## config.mk

```make
export PLATFORM = sky130hd
export DESIGN_NAME = l1_write_buffer
export DESIGN_NICKNAME = d
export VERILOG_FILES = /design/src/rtl/l1_wb_pkg.sv /design/src/rtl/l1_wb_cam.sv /design/src/rtl/l1_write_buffer.sv
export SDC_FILE = /design/constraint.sdc
export NUM_CORES = 1
export LEC_CHECK = 0
export CAP_MARGIN = 25
export CORE_ASPECT_RATIO = 1.2
export CORE_MARGIN = 1.5
export CORE_UTILIZATION = 63
export CTS_CLUSTER_SIZE = 16
export DETAILED_ROUTE_END_ITERATION = 8
export PLACE_DENSITY = 0.94
export SLEW_MARGIN = 15
export SYNTH_ARGS = -nofsm -noshare
export SYNTH_HDL_FRONTEND = slang
export SYNTH_SLANG_ARGS = --single-unit
```

## constraint.sdc

```tcl
create_clock -name clk -period 8.35 [get_ports clk]
set_input_delay 1.67 -clock clk [delete_from_list [all_inputs] [get_ports clk]]
set_output_delay 1.67 -clock clk [all_outputs]
set_load 0.01 [all_outputs]
```

## src/rtl/l1_wb_pkg.sv

```systemverilog
// Shared definitions for the L1 write buffer slice.
// Holds the default geometry (address width, data width, entry count) and
// the drain-state encoding used by the write-buffer drain FSM.
package l1_wb_pkg;

  localparam int ADDR_W_DEFAULT = 16;
  localparam int DATA_W_DEFAULT = 16;
  localparam int DEPTH_DEFAULT  = 4;

  typedef enum logic {
    IDLE = 1'b0,
    REQ  = 1'b1
  } drainStateT;

endpackage

```

## src/rtl/l1_wb_cam.sv

```systemverilog
// Address match array for the L1 write buffer.
// Compares every entry address against the store address and the
// read-miss check address, and picks the youngest match of each.
//
// Ports
//   entryAddr / entryValid  entry addresses and valid bits
//   headPtr                 oldest entry index (age origin)
//   headInFlight            head is being drained; excluded from store match
//   wr_addr / chk_addr      store address / forwarding check address
//   wrMatch / chkMatch      per-entry match vectors
//   wrIdx / chkIdx          index of the youngest matching entry
module l1_wb_cam
  import l1_wb_pkg::*;
#(
  parameter int ADDR_W = ADDR_W_DEFAULT,
  parameter int DEPTH  = DEPTH_DEFAULT,
  parameter int PTR_W  = $clog2(DEPTH)
) (
  input  logic [DEPTH-1:0][ADDR_W-1:0] entryAddr,
  input  logic [DEPTH-1:0]             entryValid,
  input  logic [PTR_W-1:0]             headPtr,
  input  logic                         headInFlight,
  input  logic [ADDR_W-1:0]            wr_addr,
  input  logic [ADDR_W-1:0]            chk_addr,
  output logic [DEPTH-1:0]             wrMatch,
  output logic [DEPTH-1:0]             chkMatch,
  output logic [PTR_W-1:0]             wrIdx,
  output logic [PTR_W-1:0]             chkIdx
);

  always_comb begin
    wrMatch  = '0;
    chkMatch = '0;
    for (int i = 0; i < DEPTH; i++) begin
      chkMatch[i] = entryValid[i] && (entryAddr[i] == chk_addr);
      // the entry currently presented to L2 must not change under it
      wrMatch[i]  = entryValid[i] && (entryAddr[i] == wr_addr) &&
                    !(headInFlight && (PTR_W'(i) == headPtr));
    end
  end

  // Walk from oldest (head) to youngest; the last match seen wins.
  always_comb begin
    logic [PTR_W-1:0] idx;
    idx    = '0;
    wrIdx  = '0;
    chkIdx = '0;
    for (int k = 0; k < DEPTH; k++) begin
      idx = headPtr + PTR_W'(k);
      if (wrMatch[idx]) wrIdx = idx;
      if (chkMatch[idx]) chkIdx = idx;
    end
  end

endmodule

```

## src/rtl/l1_write_buffer.sv

```systemverilog
// L1 write-through store buffer with coalescing, read-miss forwarding and
// an in-order drain port to L2.
//
// Ports
//   clk, reset                  clock, synchronous active-high reset
//   wr_en/wr_addr/wr_data       store request; wr_ready = accepted (comb)
//   chk_addr                    read-miss address; fwd_hit/fwd_data (comb)
//   l2_req/l2_addr/l2_data      registered drain request to L2
//   l2_ack                      L2 accepted current request
//   empty, count                occupancy
//
// Drain FSM
//   state | meaning
//   IDLE  | no request to L2 outstanding
//   REQ   | head entry presented on l2_*, waiting for l2_ack
module l1_write_buffer
  import l1_wb_pkg::*;
#(
  parameter int ADDR_W = ADDR_W_DEFAULT,
  parameter int DATA_W = DATA_W_DEFAULT,
  parameter int DEPTH  = DEPTH_DEFAULT
) (
  input  logic                       clk,
  input  logic                       reset,
  input  logic                       wr_en,
  input  logic [ADDR_W-1:0]          wr_addr,
  input  logic [DATA_W-1:0]          wr_data,
  output logic                       wr_ready,
  input  logic [ADDR_W-1:0]          chk_addr,
  output logic                       fwd_hit,
  output logic [DATA_W-1:0]          fwd_data,
  output logic                       l2_req,
  output logic [ADDR_W-1:0]          l2_addr,
  output logic [DATA_W-1:0]          l2_data,
  input  logic                       l2_ack,
  output logic                       empty,
  output logic [$clog2(DEPTH):0]     count
);

  localparam int PTR_W = $clog2(DEPTH);
  localparam int CNT_W = PTR_W + 1;

  logic [DEPTH-1:0][ADDR_W-1:0] entryAddr, addrNext;
  logic [DEPTH-1:0][DATA_W-1:0] entryData, dataNext;
  logic [DEPTH-1:0]             entryValid, validNext;
  logic [PTR_W-1:0]             headPtr, tailPtr, loadPtr;
  logic [CNT_W-1:0]             countQ, countNext;
  drainStateT                   stateQ, stateD;

  logic [DEPTH-1:0] wrMatch, chkMatch;
  logic [PTR_W-1:0] wrIdx, chkIdx;
  logic             wrHit, isFull, doCoalesce, doPush, doPop, loadHead;

  l1_wb_cam #(
    .ADDR_W (ADDR_W),
    .DEPTH  (DEPTH),
    .PTR_W  (PTR_W)
  ) uCam (
    .entryAddr    (entryAddr),
    .entryValid   (entryValid),
    .headPtr      (headPtr),
    .headInFlight (stateQ == REQ),
    .wr_addr      (wr_addr),
    .chk_addr     (chk_addr),
    .wrMatch      (wrMatch),
    .chkMatch     (chkMatch),
    .wrIdx        (wrIdx),
    .chkIdx       (chkIdx)
  );

  assign wrHit  = |wrMatch;
  // registered count only: a pop in the same cycle does not free a slot
  assign isFull = (countQ == CNT_W'(DEPTH));

  assign doCoalesce = !reset && wr_en && wrHit;
  assign doPush     = !reset && wr_en && !wrHit && !isFull;
  assign doPop      = (stateQ == REQ) && l2_ack;
  assign wr_ready   = !reset && (wrHit || !isFull);

  assign countNext = countQ + CNT_W'(doPush) - CNT_W'(doPop);
  assign loadPtr   = doPop ? headPtr + PTR_W'(1) : headPtr;

  assign fwd_hit  = |chkMatch;
  assign fwd_data = fwd_hit ? entryData[chkIdx] : '0;
  assign empty    = (countQ == '0);
  assign count    = countQ;

  // Post-edge entry contents; the L2 load reads these so that a store
  // landing on the next head in the same cycle is not missed.
  always_comb begin
    addrNext  = entryAddr;
    dataNext  = entryData;
    validNext = entryValid;
    if (doPop) validNext[headPtr] = 1'b0;
    if (doCoalesce) dataNext[wrIdx] = wr_data;
    if (doPush) begin
      addrNext[tailPtr]  = wr_addr;
      dataNext[tailPtr]  = wr_data;
      validNext[tailPtr] = 1'b1;
    end
  end

  always_comb begin
    stateD   = stateQ;
    loadHead = 1'b0;
    case (stateQ)
      IDLE: begin
        if (countQ != '0) begin
          stateD   = REQ;
          loadHead = 1'b1;
        end
      end
      REQ: begin
        if (l2_ack) begin
          if (countNext != '0) loadHead = 1'b1;
          else stateD = IDLE;
        end
      end
      default: stateD = IDLE;
    endcase
  end

  always_ff @(posedge clk) begin
    if (reset) stateQ <= IDLE;
    else stateQ <= stateD;
  end

  always_ff @(posedge clk) begin
    if (reset) begin
      entryValid <= '0;
      headPtr    <= '0;
      tailPtr    <= '0;
      countQ     <= '0;
      l2_req     <= 1'b0;
      l2_addr    <= '0;
      l2_data    <= '0;
    end else begin
      entryValid <= validNext;
      entryAddr  <= addrNext;
      entryData  <= dataNext;
      countQ     <= countNext;
      if (doPop) headPtr <= headPtr + PTR_W'(1);
      if (doPush) tailPtr <= tailPtr + PTR_W'(1);
      l2_req <= (stateD == REQ);
      if (loadHead) begin
        l2_addr <= addrNext[loadPtr];
        l2_data <= dataNext[loadPtr];
      end
    end
  end

endmodule

```

==> run summary <==
result of the run = finished, final reports clean
post-synth cell types = 72
most used flip-flop cell after synthesis = sky130_fd_sc_hd__edfxtp_1
sw power = 1.161 mW
hold_sp = entryValid[2]
number of global-route vias before repair = 9615
Seq. cell area = 4725 µm²
Switching Fraction = 0.3622
total congestion overflow after global routing = 0
wire length of the first global-routing pass = 53.23 mm
Fin. Hold Viols = 0
synthesized netlist net count = 1123
cell leakage power = 4.508 nW
fraction of layout instances using a drive strength above 1 = 0.2199
aggregate negative setup slack = 0 ns
aggregate routed wire length = 34.26 mm
type of element launching the critical path = input pin
core area = 18170 µm²
post-synthesis instance area = 11640 µm²
DRC violations left = 0
number of nets with antenna violations after routing = 0
Post-synth ARST share = 0
type of the worst setup path = in2out
count of hold buffers inserted by post-cts repair = 0
maximum number of buffers from clock root to sink = 2
relative contribution of combinational cells to total power = 0.379
final-stage net count = 1187
launch point of the worst path = chk_addr[2]
CTS sink cnt = 172
initial antenna violation count = 0
Cell Chain, Critical Path = clkdlybuf4s50_1 > xor2_1 > nor4_1 > nand2_1 > nor4_1 > mux2i_1 > nand3_1 > o221a_2 > buf_4 > mux2i_1 > a211oi_1 > clkdlybuf4s50_1
fillcell total = 1175
multi-input logic area = 6510 µm²
Die Span X = 127.1 µm
total track usage = 0.3577
period utilization = 0.9312
buffer count from post-CTS setup fixing = 0
CP Max Fanout = 33
Die Height = 151.9 µm
cells after synthesis = 1060
required time at the worst-slack endpoint = 6.68 ns
Synth Warn # = 0
number of slew-limit violations in the final report = 0
Die Outline Area = 19310 µm²
largest incremental delay on the critical path = 0.76 ns
per-instance average area after synthesis = 10.99 µm²
half-perimeter wire length after detailed placement = 22.78 mm
maximum clock skew at final layout = 0.01665 ns
maximum vdd ir drop = 175.4 µV
actual transition at the worst max-transition pin = 1.080 ns
DR iter-0 viols = 1318
signal arrival time at the worst endpoint = 6.11 ns
worst-path cell with the longest stage delay = sky130_fd_sc_hd__o221a_2
min-delay worst type = reg2reg
H-tree depth reported by CTS = 4
first drt pass iteration count = 6
clock root cell = sky130_fd_sc_hd__clkbuf_16
count of standard-cell rows = 54
reg2reg start = headPtr[0]
routability congestion estimate = 0.9963
highest clock frequency the design can meet = 0.1286 GHz
number of antenna repair diodes = 0
fraction of the yosys area taken by sequential cells = 0.4057
total of buffers placed on input and output ports = 106
total I/O pin count = 107
PD cells = 239.5 nW/µm²
drt via density = 6.971
initial standard-cell utilization of the core = 0.6407
maximum number of pins on one net before global-route repair = 85
critical path endpoint category = primary output
maxcap violations = 0
Synth-to-Final Area Change = 14.97%
share of the core filled with cells = 0.7366
routed via count = 9487
setup violation total in the final timing report = 0
setup repair after global routing missed its margin = false
part of the power in registers = 0.367
average wire per cell in the routed design = 25.17 µm
fraction of power consumed by the clock network = 0.254
flip-flop and latch count after synthesis = 172
cell internal power dissipation = 2.045 mW
clock transition at the registers of the reported paths = 0.07 ns
number of synthesized flops with an enable pin = 128
TritonCTS buffer count = 17
number of instances resized during post-cts repair = 0
TritonCTS clock tree = built
clock period minus final worst setup slack = 7.775 ns
headroom to the max-slew limit = 0.2778
source-to-sink clock delay at the later pin of the worst-skew pair = 0.45 ns
kinds of logic (layout without fill, tap and decap cells):
| group | Yosys count | in the layout | synth area share |
|---|---|---|---|
| simple gates | 282 | 282 | 0.1226 |
| compound gates | 165 | 165 | 0.1152 |
| xor+xnor | 133 | 133 | 0.1000 |
| buf+inv | 96 | 173 | 0.03836 |
| mux | 201 | 201 | 0.2057 |
| flops | 172 | 172 | 0.4057 |
| fa+ha+maj | 11 | 11 | 0.01246 |
worst max-delay path: cells and delay by family:
family	cells	cell delay [ns]
AO/OA/AOI/OAI	2	1.11
buffers and inverters	3	1.54
multiplexers	2	0.31
XOR/XNOR	1	0.20
AND/OR/NAND/NOR	4	1.24
stage by stage:
stage	worst slack, ns	hold slack (ns)	power [mW]	cell area (µm²)	std cells
final	0.5746	0.5130	3.206	13390	1361
after CTS	0.6839	0.5085	3.181	13370	1360
after global placement	0.9305	0.4783	2.327	12770	1327
after detailed placement	0.7984	0.4959	2.370	12790	1328
after global routing	0.3637	0.5274	3.321	13390	1361
after floorplan	2.254	0.4499	1.943	11640	1060
power by group through the flow:
stage          registers, mW  clock network (mW)  logic [mW]
3_5_place_dp            1.19                   0        1.18
6_report                1.18               0.816        1.21
2_1_floorplan           1.18                   0       0.762
3_3_place_gp            1.18                   0        1.15
5_1_grt                 1.19               0.838        1.30
4_1_cts                 1.17               0.810        1.20
layout make-up:
class                   count  share of cell area
inverters                  15            0.004579
multi-input cells         792              0.4863
flip-flops and latches    172              0.3529
well taps                 224             0.02093
repair buffers            126             0.09159
clock buffers              19             0.03308
clock inverters            13             0.01065
final timing paths:
| path | to | slack [ns] | cells past startpoint |
|---|---|---|---|
| hold / removal | entryValid[2] | 0.51 | 2 |
| setup reg to reg | l2_data[2] | 2.89 | 19 |
| setup / recovery | fwd_data[0] | 0.57 | 12 |
| hold reg to reg | entryValid[2] | 0.51 | 2 |
cell usage after synthesis (5+ instances only):
cell | number | area (µm²)
sky130_fd_sc_hd__edfxtp_1 | 128 | 3844
sky130_fd_sc_hd__inv_1 | 12 | 45.04
sky130_fd_sc_hd__o22ai_1 | 6 | 37.54
sky130_fd_sc_hd__nor3_1 | 16 | 80.08
sky130_fd_sc_hd__o21ai_0 | 36 | 180.2
sky130_fd_sc_hd__clkbuf_1 | 42 | 157.7
sky130_fd_sc_hd__mux2i_1 | 39 | 390.4
sky130_fd_sc_hd__nand2_1 | 67 | 251.5
sky130_fd_sc_hd__nand2b_1 | 5 | 31.28
sky130_fd_sc_hd__and2_1 | 6 | 37.54
sky130_fd_sc_hd__nor4_1 | 30 | 187.7
sky130_fd_sc_hd__a22oi_2 | 11 | 137.6
sky130_fd_sc_hd__nand4_1 | 9 | 56.30
sky130_fd_sc_hd__a22oi_1 | 7 | 52.55
sky130_fd_sc_hd__xnor2_1 | 42 | 367.9
sky130_fd_sc_hd__mux2_2 | 143 | 1610
sky130_fd_sc_hd__xor2_1 | 91 | 797.0
sky130_fd_sc_hd__nand3_1 | 63 | 315.3
sky130_fd_sc_hd__dfxtp_1 | 44 | 880.8
sky130_fd_sc_hd__buf_1 | 6 | 22.52
sky130_fd_sc_hd__nor2b_1 | 19 | 118.9
sky130_fd_sc_hd__mux4_2 | 16 | 360.4
sky130_fd_sc_hd__a41oi_2 | 9 | 146.4
sky130_fd_sc_hd__a211oi_1 | 49 | 367.9
sky130_fd_sc_hd__a21oi_1 | 9 | 45.04
sky130_fd_sc_hd__nor2_1 | 50 | 187.7
sky130_fd_sc_hd__buf_2 | 24 | 120.1
sky130_fd_sc_hd__a41oi_1 | 6 | 52.55
sky130_fd_sc_hd__ha_1 | 10 | 125.1
placed cells by master (no fill, tap or decap), types with 29 or more instances in the layout:
cell type / n
sky130_fd_sc_hd__nor4_1: 29
sky130_fd_sc_hd__mux2i_1: 38
sky130_fd_sc_hd__mux2_2: 143
sky130_fd_sc_hd__nand2_1: 67
sky130_fd_sc_hd__clkdlybuf4s50_1: 106
sky130_fd_sc_hd__nor2_1: 49
sky130_fd_sc_hd__a211oi_1: 49
sky130_fd_sc_hd__o21ai_0: 36
sky130_fd_sc_hd__edfxtp_1: 128
sky130_fd_sc_hd__nand3_1: 63
sky130_fd_sc_hd__xnor2_1: 41
sky130_fd_sc_hd__dfxtp_1: 44
sky130_fd_sc_hd__xor2_1: 91
registers in the layout, summed over array words and instances, names as in the netlist:
register / count
l2_data: 16
entryAddr: 64
tailPtr: 2
l2_req: 1
l2_addr: 16
count: 3
headPtr: 2
entryValid: 4
entryData: 64
routing by layer:
metal | vias to the layer above | share of wire | track usage
met5 | - | 0 | 0
met4 | 0 | 0.050 | 0.1883
met3 | 151 | 0.094 | 0.05775
met2 | 680 | 0.49 | 0.5999
met1 | 4538 | 0.37 | 0.4436
li1 | 4118 | - | -
No activity file was read; power rests on OpenSTA's default activity.
